File: src/rtl/muldiv_unit.sv
// muldiv_unit: iterative RV32M multiply / divide execution unit.
// Multiplies by unsigned shift-add and divides by restoring division, both
// working on operand magnitudes for 32 iterations, then fixes up the signs in
// a final FIX cycle and pulses done with the 32-bit writeback value.
// Optional build macro: MULDIV_DIV0_FAST_EN -- when defined, a DIV/REM whose
// divisor is zero skips the iterations and goes straight to FIX.
module muldiv_unit (
  input  logic        clk,
  input  logic        rst,
  input  logic        start,
  input  logic [7:0]  control_md,
  input  logic        rs1_sign,
  input  logic        rs2_sign,
  input  logic [31:0] rs1_data,
  input  logic [31:0] rs2_data,
  output logic        busy,
  output logic        done,
  output logic [31:0] result
);

  typedef enum logic [1:0] {
    ST_IDLE = 2'd0,
    ST_CALC = 2'd1,
    ST_FIX  = 2'd2
  } state_t;

  // Two's-complement magnitude of x when neg is set, x itself otherwise.
  function automatic logic [31:0] mag32(input logic [31:0] x, input logic neg);
    logic [31:0] m;
    if (neg) begin
      m = ~x + 32'd1;
    end else begin
      m = x;
    end
    return m;
  endfunction

  // Architectural state
  state_t      state_q;
  logic [5:0]  cnt_q;
  logic [1:0]  op_q;       // control_md[1:0]: 0 MUL, 1 MULH*, 2 DIV*, 3 REM*
  logic        neg_p_q;    // final product / quotient is negative
  logic        sa_q;       // dividend was negative -> remainder negative
  logic        div0_q;     // divide by zero, result comes from fixed rule
  logic [31:0] dvd_raw_q;  // raw rs1 value, returned by REM on divide by zero
  logic [31:0] mcand_q;    // |multiplicand| for MUL, |divisor| for DIV
  logic [63:0] work_q;     // MUL: {acc, multiplier}; DIV: low word shifts dividend out / quotient in
  logic [31:0] rem_q;      // DIV partial remainder (always below the divisor)
  logic        busy_q;
  logic        done_q;
  logic [31:0] result_q;

  // Request decode and operand preparation
  logic        req_valid_s;
  logic        accept_s;
  logic        sa_s;
  logic        sb_s;
  logic [31:0] mag1_s;
  logic [31:0] mag2_s;
  logic        div0_req_s;

  // Iteration datapath
  logic [32:0] mul_sum_s;
  logic [63:0] mul_next_s;
  logic [32:0] div_shift_s;
  logic [32:0] div_trial_s;
  logic        div_ge_s;
  logic [31:0] div_rem_next_s;
  logic [31:0] div_quot_next_s;

  // Sign fix-up
  logic [63:0] prod_fix_s;
  logic [31:0] quot_fix_s;
  logic [31:0] rem_fix_s;
  logic [31:0] fix_result_s;

  assign busy   = busy_q;
  assign done   = done_q;
  assign result = result_q;

  // Decode the incoming request and derive operand signs and magnitudes.
  always_comb begin
    req_valid_s = (control_md[7:2] == 6'b000111);
    accept_s    = start && (state_q == ST_IDLE) && req_valid_s;
    sa_s        = rs1_sign & rs1_data[31];
    sb_s        = rs2_sign & rs2_data[31];
    mag1_s      = mag32(rs1_data, sa_s);
    mag2_s      = mag32(rs2_data, sb_s);
    div0_req_s  = control_md[1] && (rs2_data == 32'd0);
  end

  // One shift-add multiply step and one restoring divide step per cycle.
  always_comb begin
    mul_sum_s   = {1'b0, work_q[63:32]} + (work_q[0] ? {1'b0, mcand_q} : 33'd0);
    mul_next_s  = {mul_sum_s, work_q[31:1]};
    div_shift_s = {rem_q, work_q[31]};
    div_trial_s = div_shift_s - {1'b0, mcand_q};
    // The shifted remainder is below twice the divisor, so bit 32 of the
    // trial difference is set exactly when the subtraction went negative.
    div_ge_s    = ~div_trial_s[32];
    if (div_ge_s) begin
      div_rem_next_s = div_trial_s[31:0];
    end else begin
      div_rem_next_s = div_shift_s[31:0];
    end
    div_quot_next_s = {work_q[30:0], div_ge_s};
  end

  // Apply result signs and select the writeback word for the latched op.
  always_comb begin
    prod_fix_s = neg_p_q ? (~work_q + 64'd1) : work_q;
    quot_fix_s = neg_p_q ? (~work_q[31:0] + 32'd1) : work_q[31:0];
    rem_fix_s  = sa_q ? (~rem_q + 32'd1) : rem_q;
    case (op_q)
      2'b00:   fix_result_s = prod_fix_s[31:0];
      2'b01:   fix_result_s = prod_fix_s[63:32];
      2'b10:   fix_result_s = div0_q ? 32'hFFFF_FFFF : quot_fix_s;
      2'b11:   fix_result_s = div0_q ? dvd_raw_q : rem_fix_s;
      default: fix_result_s = 32'd0;
    endcase
  end

  // Control FSM with registered busy/done/result outputs.
  always_ff @(posedge clk or posedge rst) begin
    if (rst) begin
      state_q   <= ST_IDLE;
      cnt_q     <= 6'd0;
      op_q      <= 2'd0;
      neg_p_q   <= 1'b0;
      sa_q      <= 1'b0;
      div0_q    <= 1'b0;
      dvd_raw_q <= 32'd0;
      mcand_q   <= 32'd0;
      work_q    <= 64'd0;
      rem_q     <= 32'd0;
      busy_q    <= 1'b0;
      done_q    <= 1'b0;
      result_q  <= 32'd0;
    end else begin
      case (state_q)
        ST_IDLE: begin
          done_q <= 1'b0;
          cnt_q  <= 6'd0;
          if (accept_s) begin
            op_q      <= control_md[1:0];
            neg_p_q   <= sa_s ^ sb_s;
            sa_q      <= sa_s;
            div0_q    <= div0_req_s;
            dvd_raw_q <= rs1_data;
            rem_q     <= 32'd0;
            if (control_md[1]) begin
              mcand_q <= mag2_s;
              work_q  <= {32'd0, mag1_s};
            end else begin
              mcand_q <= mag1_s;
              work_q  <= {32'd0, mag2_s};
            end
`ifdef MULDIV_DIV0_FAST_EN
            // Divide by zero needs no iterations; busy rises with done.
            if (div0_req_s) begin
              state_q <= ST_FIX;
              busy_q  <= 1'b0;
            end else begin
              state_q <= ST_CALC;
              busy_q  <= 1'b1;
            end
`else
            state_q <= ST_CALC;
            busy_q  <= 1'b1;
`endif
          end else begin
            busy_q <= 1'b0;
          end
        end

        ST_CALC: begin
          if (op_q[1]) begin
            work_q <= {32'd0, div_quot_next_s};
            rem_q  <= div_rem_next_s;
          end else begin
            work_q <= mul_next_s;
          end
          cnt_q <= cnt_q + 6'd1;
          if (cnt_q == 6'd31) begin
            state_q <= ST_FIX;
          end else begin
            state_q <= ST_CALC;
          end
        end

        ST_FIX: begin
          result_q <= fix_result_s;
          done_q   <= 1'b1;
          busy_q   <= 1'b1;
          cnt_q    <= 6'd0;
          state_q  <= ST_IDLE;
        end

        default: begin
          state_q <= ST_IDLE;
          busy_q  <= 1'b0;
          done_q  <= 1'b0;
          cnt_q   <= 6'd0;
        end
      endcase
    end
  end

endmodule

File: config.mk
export PLATFORM = sky130hd
export DESIGN_NAME = muldiv_unit
export DESIGN_NICKNAME = d
export VERILOG_FILES = /design/src/rtl/muldiv_unit.sv
export SDC_FILE = /design/constraint.sdc
export NUM_CORES = 1
export LEC_CHECK = 0
export ABC_AREA = 1
export CAP_MARGIN = 0
export CORE_UTILIZATION = 56
export CTS_CLUSTER_SIZE = 16
export DETAILED_ROUTE_END_ITERATION = 6
export GPL_TIMING_DRIVEN = 0
export PLACE_DENSITY_LB_ADDON = 0.2
export RECOVER_POWER = 25
export SETUP_SLACK_MARGIN = 0.1
export SYNTH_ARGS = -nofsm -noshare
export SYNTH_HDL_FRONTEND = slang
export SYNTH_SLANG_ARGS = --single-unit
export TNS_END_PERCENT = 1
File: constraint.sdc
create_clock -name clk -period 6.01 [get_ports clk]
set_input_delay 0.601 -clock clk [delete_from_list [all_inputs] [get_ports clk]]
set_output_delay 0.601 -clock clk [all_outputs]
set_load 0.01 [all_outputs]
# Yosys cells after proc, flatten, opt, wreduce, memory -nomap -nowiden
# Index checks and enable logic that the tools add are counted.
dict set report op_classes {
  n_addsub 8
  n_eq_ne 9
  mux 25
  n_bitwise 9
  reduce_logical 10
}
# cell n
set ops {}
lappend ops {{$mux W32} 12}
lappend ops {{$mux W64} 3}
lappend ops {{$add A32 B1 Y32 const B} 4}
lappend ops {{$not A32 Y32} 4}
lappend ops {{$pmux W32 S4} 1}
lappend ops {{$pmux W64 S2} 1}
lappend ops {{$add A64 B1 Y64 const B} 1}
lappend ops {{$not A64 Y64} 1}
lappend ops {{$pmux W32 S2} 1}
lappend ops {{$add A32 B32 Y33} 1}
lappend ops {{$sub A33 B32 Y33} 1}
lappend ops {{$logic_not A32 Y1} 1}
lappend ops {{$add A6 B1 Y6 const B} 1}
lappend ops {{$eq A2 B2 Y1 const B} 3}
lappend ops {{$eq A6 B3 Y1 const B} 1}
lappend ops {{$eq A6 B5 Y1 const B} 1}
lappend ops {{$mux W6} 1}
lappend ops {{$eq A2 B1 Y1 const B} 2}
lappend ops {{$logic_not A2 Y1} 2}
lappend ops {{$mux W2} 2}
lappend ops {{$ne A2 B2 Y1 const B} 2}
lappend ops {{$pmux W2 S2} 1}
lappend ops {{$reduce_and A2 Y1} 2}
lappend ops {{$logic_and A1 B1 Y1} 3}
lappend ops {{8 further kinds} 9}
dict set report totals {
  reg_bits 207
  output_inout_bits 34
  word_cells 74
}

# Longest topological paths before layout
dict set report logic_depth {
  depth_word 6
  mapped_depth 18
  depth_no_buf 17
}

# Worst setup path before layout
# No wires, ideal clock.
dict set report synth_timing {
  path_type {register to register}
  from {register work_q[0]}
  to {register work_q[61]}
  setup_time_ns 0.117
  arrival_time_ns 2.174
  slack_ns 3.719
  stages_incl_launch_ff 19
  n_path_buf 1
  synth_period_minus_slack_ns 2.291
  path_cell_list {dfrtp_1 > buf_2 > nand2_1 > inv_1 > ha_1 > inv_1 > fa_1 > inv_1 > nand2_1 > o21ai_0 > nand2_1 > nand2_1 > nand3_1 > nand2_1 > nand3_1 > nand2_1 > nand2_1 > nand3_1 > nand2_1}
}
dict set report synth_via {
  elab_chain_len 4
}
# element line
set synth_lines {}
lappend synth_lines {{start, declared} 47} ;# logic [63:0] work_q;
lappend synth_lines {{start signal, assigned} 153} ;# work_q <= {32'd0, mag1_s};
lappend synth_lines {{start signal, assigned} 156} ;# work_q <= {32'd0, mag2_s};
lappend synth_lines {{start signal, assigned} 178} ;# work_q <= {32'd0, div_quot_next_s};
lappend synth_lines {{$mux W32} 94} ;# mul_sum_s = {1'b0, work_q[63:32]} + (work_q[0] ? {1'b0, mcand_q} : 33'd0);
lappend synth_lines {{$add A32 B32 Y33} 94}
lappend synth_lines {{$mux W64} 177} ;# if (op_q[1]) begin
lappend synth_lines {{$pmux W64 S2} 140} ;# case (state_q)
# No other way between the ends.
# A chain may end at the register's enable or synchronous reset.

==> summary.md <==
| Metric | Value |
|---|---|
| CORE AREA | approximately 36,000 um^2 |
| Setup TNS | 0 ns |
| Largest net degree at the start of global routing | 44 |
| Sequential cell area | around 5200 um^2 |
| PwrDens | between 300 and 400 nW/um^2 |
| Fill cell count | between 3,000 and 4,000 |
| Syn_area_per_cell | between 5 and 6 um^2 |
| Maximum VDD drop | between 0.2 and 0.3 mV |
| Total Power | ~8.1 mW |
| Class of the worst hold path | flop to flop |
| Hold path endpoint | cnt_q[0]$_DFF_PP0_ |
| Top FF cell, synth | dfrtp_1 |
| Outcome | finished, violations left |
| Port Buffers | 110 |
| CTS H-Tree Depth | 1 |
| P_leak | between 10 and 15 nW |
| Chip width | roughly 190 um |
| Reported max-cap violation count | 2 |
| WL per Instance | between 20 and 25 um |
| Hpwl dp | between 70,000 and 80,000 um |
| All-Layer GR Usage | about 49% |
| Slew headroom | -59.7% |
| Cells on Worst Hold Path | 1 |
| Violated checks | capacitance limit, slew limit |
| Via count | ~26,000 |
| Syn_nets | about 3,700 |
| Nets | ~3,800 |
| Die ar. | around 38,000 um^2 |
| Critical-path cell list | dlygate4sd3_1 -> clkinvlp_2 -> clkbuf_1 -> buf_12 -> buf_12 |
| CTS Buf Count | 24 |
| Worst setup EP type | async pin |
| Hold path start | cnt_q[0]$_DFF_PP0_ |
| Synth-to-Final Area Change | 12.4% |
| Comb power frac | 53.2% |
| Ant diodes | 0 |
| Crit path DAT | between 4 and 5 ns |
| Net Sw Frac | ~53% |
| Site Rows | 69 |
| Initial Util | 57.4% |
| Die Ht | 194 um |
| Number of setup buffers added after CTS | 0 |
| GPL Wtd Cong | between 1 and 1.5 |
| Post-CTS Hold Buffers | 0 |
| M1 GR Usage | roughly 64% |
| Worst Max-Slew Pin Slew | 2.40 ns |
| Drt via density | just over 6 |
| Syn Inst Count | between 3,000 and 4,000 |
| Seq pwr share | 27.6% |
| Reg-to-Reg End | work_q[58]$_DFFE_PP0P_ |
| R2R Path Start | work_q[0]$_DFFE_PP0P_ |
| TritonCTS Sinks | roughly 210 |
| R2r setup slk | 2.78 ns |
| Final setup viols | 0 |
| GRT met3 Usage | around 17% |
| Synth unique cells | 48 |
| Fin crit share | between 50% and 60% |
| RSZ-0062 raised after global routing | false |
| WS Path Type | input port to async pin |
| First-pass GRT wire length | between 100,000 and 150,000 um |
| Clock root buffer | clkbuf_16 |
| GRT Max-Usage Layer | met2 |
| Clock network fraction of total power | about a fifth |
| Layout cells sized above 1 | roughly 4.9% |
| Critical path fanouts, max | 42 |
| Post-CTS resize count | 0 |
| Internal Power | 3.80 mW |
| Worst-Skew Late Latency | 0.58 ns |
| Sw power | between 4 and 5 mW |
| Initial antenna violation count | 1 |
| CP most frequent cell | buf_12 |
| CP delay by family, top | buffers and inverters |
| Clk_skew | 0.0235 ns |
| CP max stage cell | clkbuf_1 |
| Vias in the first global route | about 23,000 |
| Post-synth EDFFs | 0 |
| Multi-input logic area | between 10,000 and 15,000 um^2 |
| Met2 usage | around two thirds |
| Min cycle time layout | 3.39 ns |
| Routed Antenna Nets | 0 |
| I/O pins | 111 |
| DRC Markers | 0 |
| Clock-pin slew on the worst setup and hold paths | around 0.06 ns |
| FFs w/ async S/R, synth | between 90% and 100% |
| Initial detailed-routing violation count | roughly 3,600 |
| Post-synthesis register bit count | approximately 210 |
| Max Freq | 295 MHz |
| CP Launch Type | input port |
| Grt total ovfl | 0 |
| Hold Slack | roughly 0.47 ns |
| Bufs and invs on worst path | 5 |
| Cell area after synthesis | approximately 20,000 um^2 |
| CP required | just under 7 ns |
| Count of pins over their slew limit | 84 |
| Crit-path max cell delay | between 1.5 and 2 ns |
| DRT Pass-1 Iters | 7 |
| Reg2Reg Depth | 16 |
| CTS tree | built |
| Routed WL | slightly above 90,000 um |
| Sequential share of the synthesized area | approximately a quarter |
| Clk buf depth | 3 |
| Final Hold Vio Count | 0 |
| Syn. warnings | 0 |
routing by layer:
layer,wire (um),vias up
met2,35800,2073
met3,15500,390
met1,34700,11800
met4,7340,4
li1,-,11600
met5,118,-
cells by family after synthesis:
| family | count (synthesis) | synth area share, % |
|---|---|---|
| compound gates | 421 | 11.7 |
| flops | 207 | 25.2 |
| xor+xnor | 50 | 2.13 |
| simple gates | 2205 | 45.5 |
| buf+inv | 579 | 11.1 |
| fa+ha+maj | 71 | 4.39 |
power groups by stage:
stage | sequential, mW | combinational [mW] | clock [mW]
final | 2.23 | 4.29 | 1.55
after detailed placement | 2.15 | 4.05 | 0
after global routing | 2.19 | 4.63 | 1.59
after CTS | 2.13 | 4.07 | 1.54
after floorplan | 1.89 | 2.87 | 0
after global placement | 2.15 | 3.94 | 0
registers in the layout, indices dropped and copies added (netlist names):
| register | count |
|---|---|
| dvd_raw_q | 32 |
| busy | 1 |
| mcand_q | 32 |
| neg_p_q | 1 |
| done | 1 |
| rem_q | 32 |
| result | 32 |
| cnt_q | 6 |
| state_q | 2 |
| div0_q | 1 |
| sa_q | 1 |
| work_q | 64 |
| op_q | 2 |
cell type report:
| type | count | area share (%) |
|---|---|---|
| Tap cell | 461 | 2.49 |
| Clock inverter | 9 | 0.568 |
| Sequential cell | 207 | 22.4 |
| Multi-Input combinational cell | 2747 | 56.6 |
| Clock buffer | 33 | 2.96 |
| Inverter | 470 | 7.64 |
| Buffer | 109 | 2.26 |
| Timing Repair Buffer | 115 | 5.05 |
cells in the mapped netlist, types with 12 or more instances:
library cell / instances / share of area, %
nand3_1: 386 / 9.4
dfrtp_1: 207 / 25
nand4_1: 44 / 1.3
o221ai_1: 19 / 0.81
o22ai_1: 34 / 1.0
o211ai_1: 27 / 0.99
nand3_2: 15 / 0.73
ha_1: 69 / 4.2
a22oi_1: 16 / 0.58
xor2_1: 34 / 1.4
nor3_1: 30 / 0.73
a21oi_1: 101 / 2.5
inv_1: 454 / 8.3
buf_2: 27 / 0.66
o21ai_0: 180 / 4.4
nand3b_1: 20 / 0.73
nor2_1: 430 / 7.8
nand2_1: 1187 / 22
inv_2: 12 / 0.22
xnor2_1: 16 / 0.68
o21ai_1: 12 / 0.29
nand2_2: 50 / 1.5
clkbuf_1: 63 / 1.1
per-stage QoR:
step	instance area, um^2	cells	worst slack, ns	util [%]
2_1_floorplan	20600	3533	2.72	-
3_3_place_gp	22300	4104	1.19	62.1
3_5_place_dp	22400	4109	3.04	62.4
4_1_cts	23200	4151	2.99	64.7
5_1_grt	23100	4151	2.10	64.6
6_report	23100	4151	2.62	64.6
cell usage in the layout, fill, tap and decap left out, types with 5 or more instances in the layout:
cell type / count
o21ai_0: 180
nand3b_1: 20
o21ai_1: 12
nor3_1: 30
clkbuf_1: 69
o21bai_1: 11
o22ai_1: 34
xnor2_1: 16
buf_1: 11
nand4_1: 44
a21oi_1: 101
nand2_2: 50
buf_12: 5
ha_1: 69
nand3_2: 15
clkdlybuf4s50_1: 109
and2_1: 7
a22oi_1: 16
inv_2: 12
nor2_1: 431
nor4_1: 8
nand2_1: 1187
buf_2: 27
nor2_4: 5
clkbuf_8: 6
nand3_1: 386
inv_1: 453
a31oi_1: 7
o211ai_1: 27
clkbuf_16: 24
xor2_1: 34
dfrtp_1: 207
nor2_2: 11
o221ai_1: 19
or2_2: 6
a21boi_0: 5
worst max path at each step:
stage	start	endpoint	slack, ns	cells past startpoint
global route	rst	result[21]$_DFFE_PP0P_	2.10	3
CTS	work_q[0]$_DFFE_PP0P_	work_q[58]$_DFFE_PP0P_	2.99	16
finish	rst	rem_q[26]$_DFFE_PP0P_	2.62	5
global placement	rst	rem_q[27]$_DFFE_PP0P_	1.19	2
floorplan	rst	busy$_DFFE_PP0N_	2.72	1
detailed placement	rs1_data[1]	work_q[16]$_DFFE_PP0P_	3.04	11
worst register-to-register path, stage by stage, from the launching register on:
cell	delay, ns
dfrtp_1	0.38
buf_2	0.20
buf_1	0.23
nand2_1	0.10
inv_1	0.04
ha_1	0.32
nand2_1	0.08
o21ai_1	0.33
nand2_1	0.10
nand2_1	0.16
inv_1	0.09
o21ai_0	0.58
nand2_1	0.21
nand2_1	0.13
nand2_1	0.05
nand3_1	0.06
nand2_1	0.05
(Power assumes the default switching activity.)
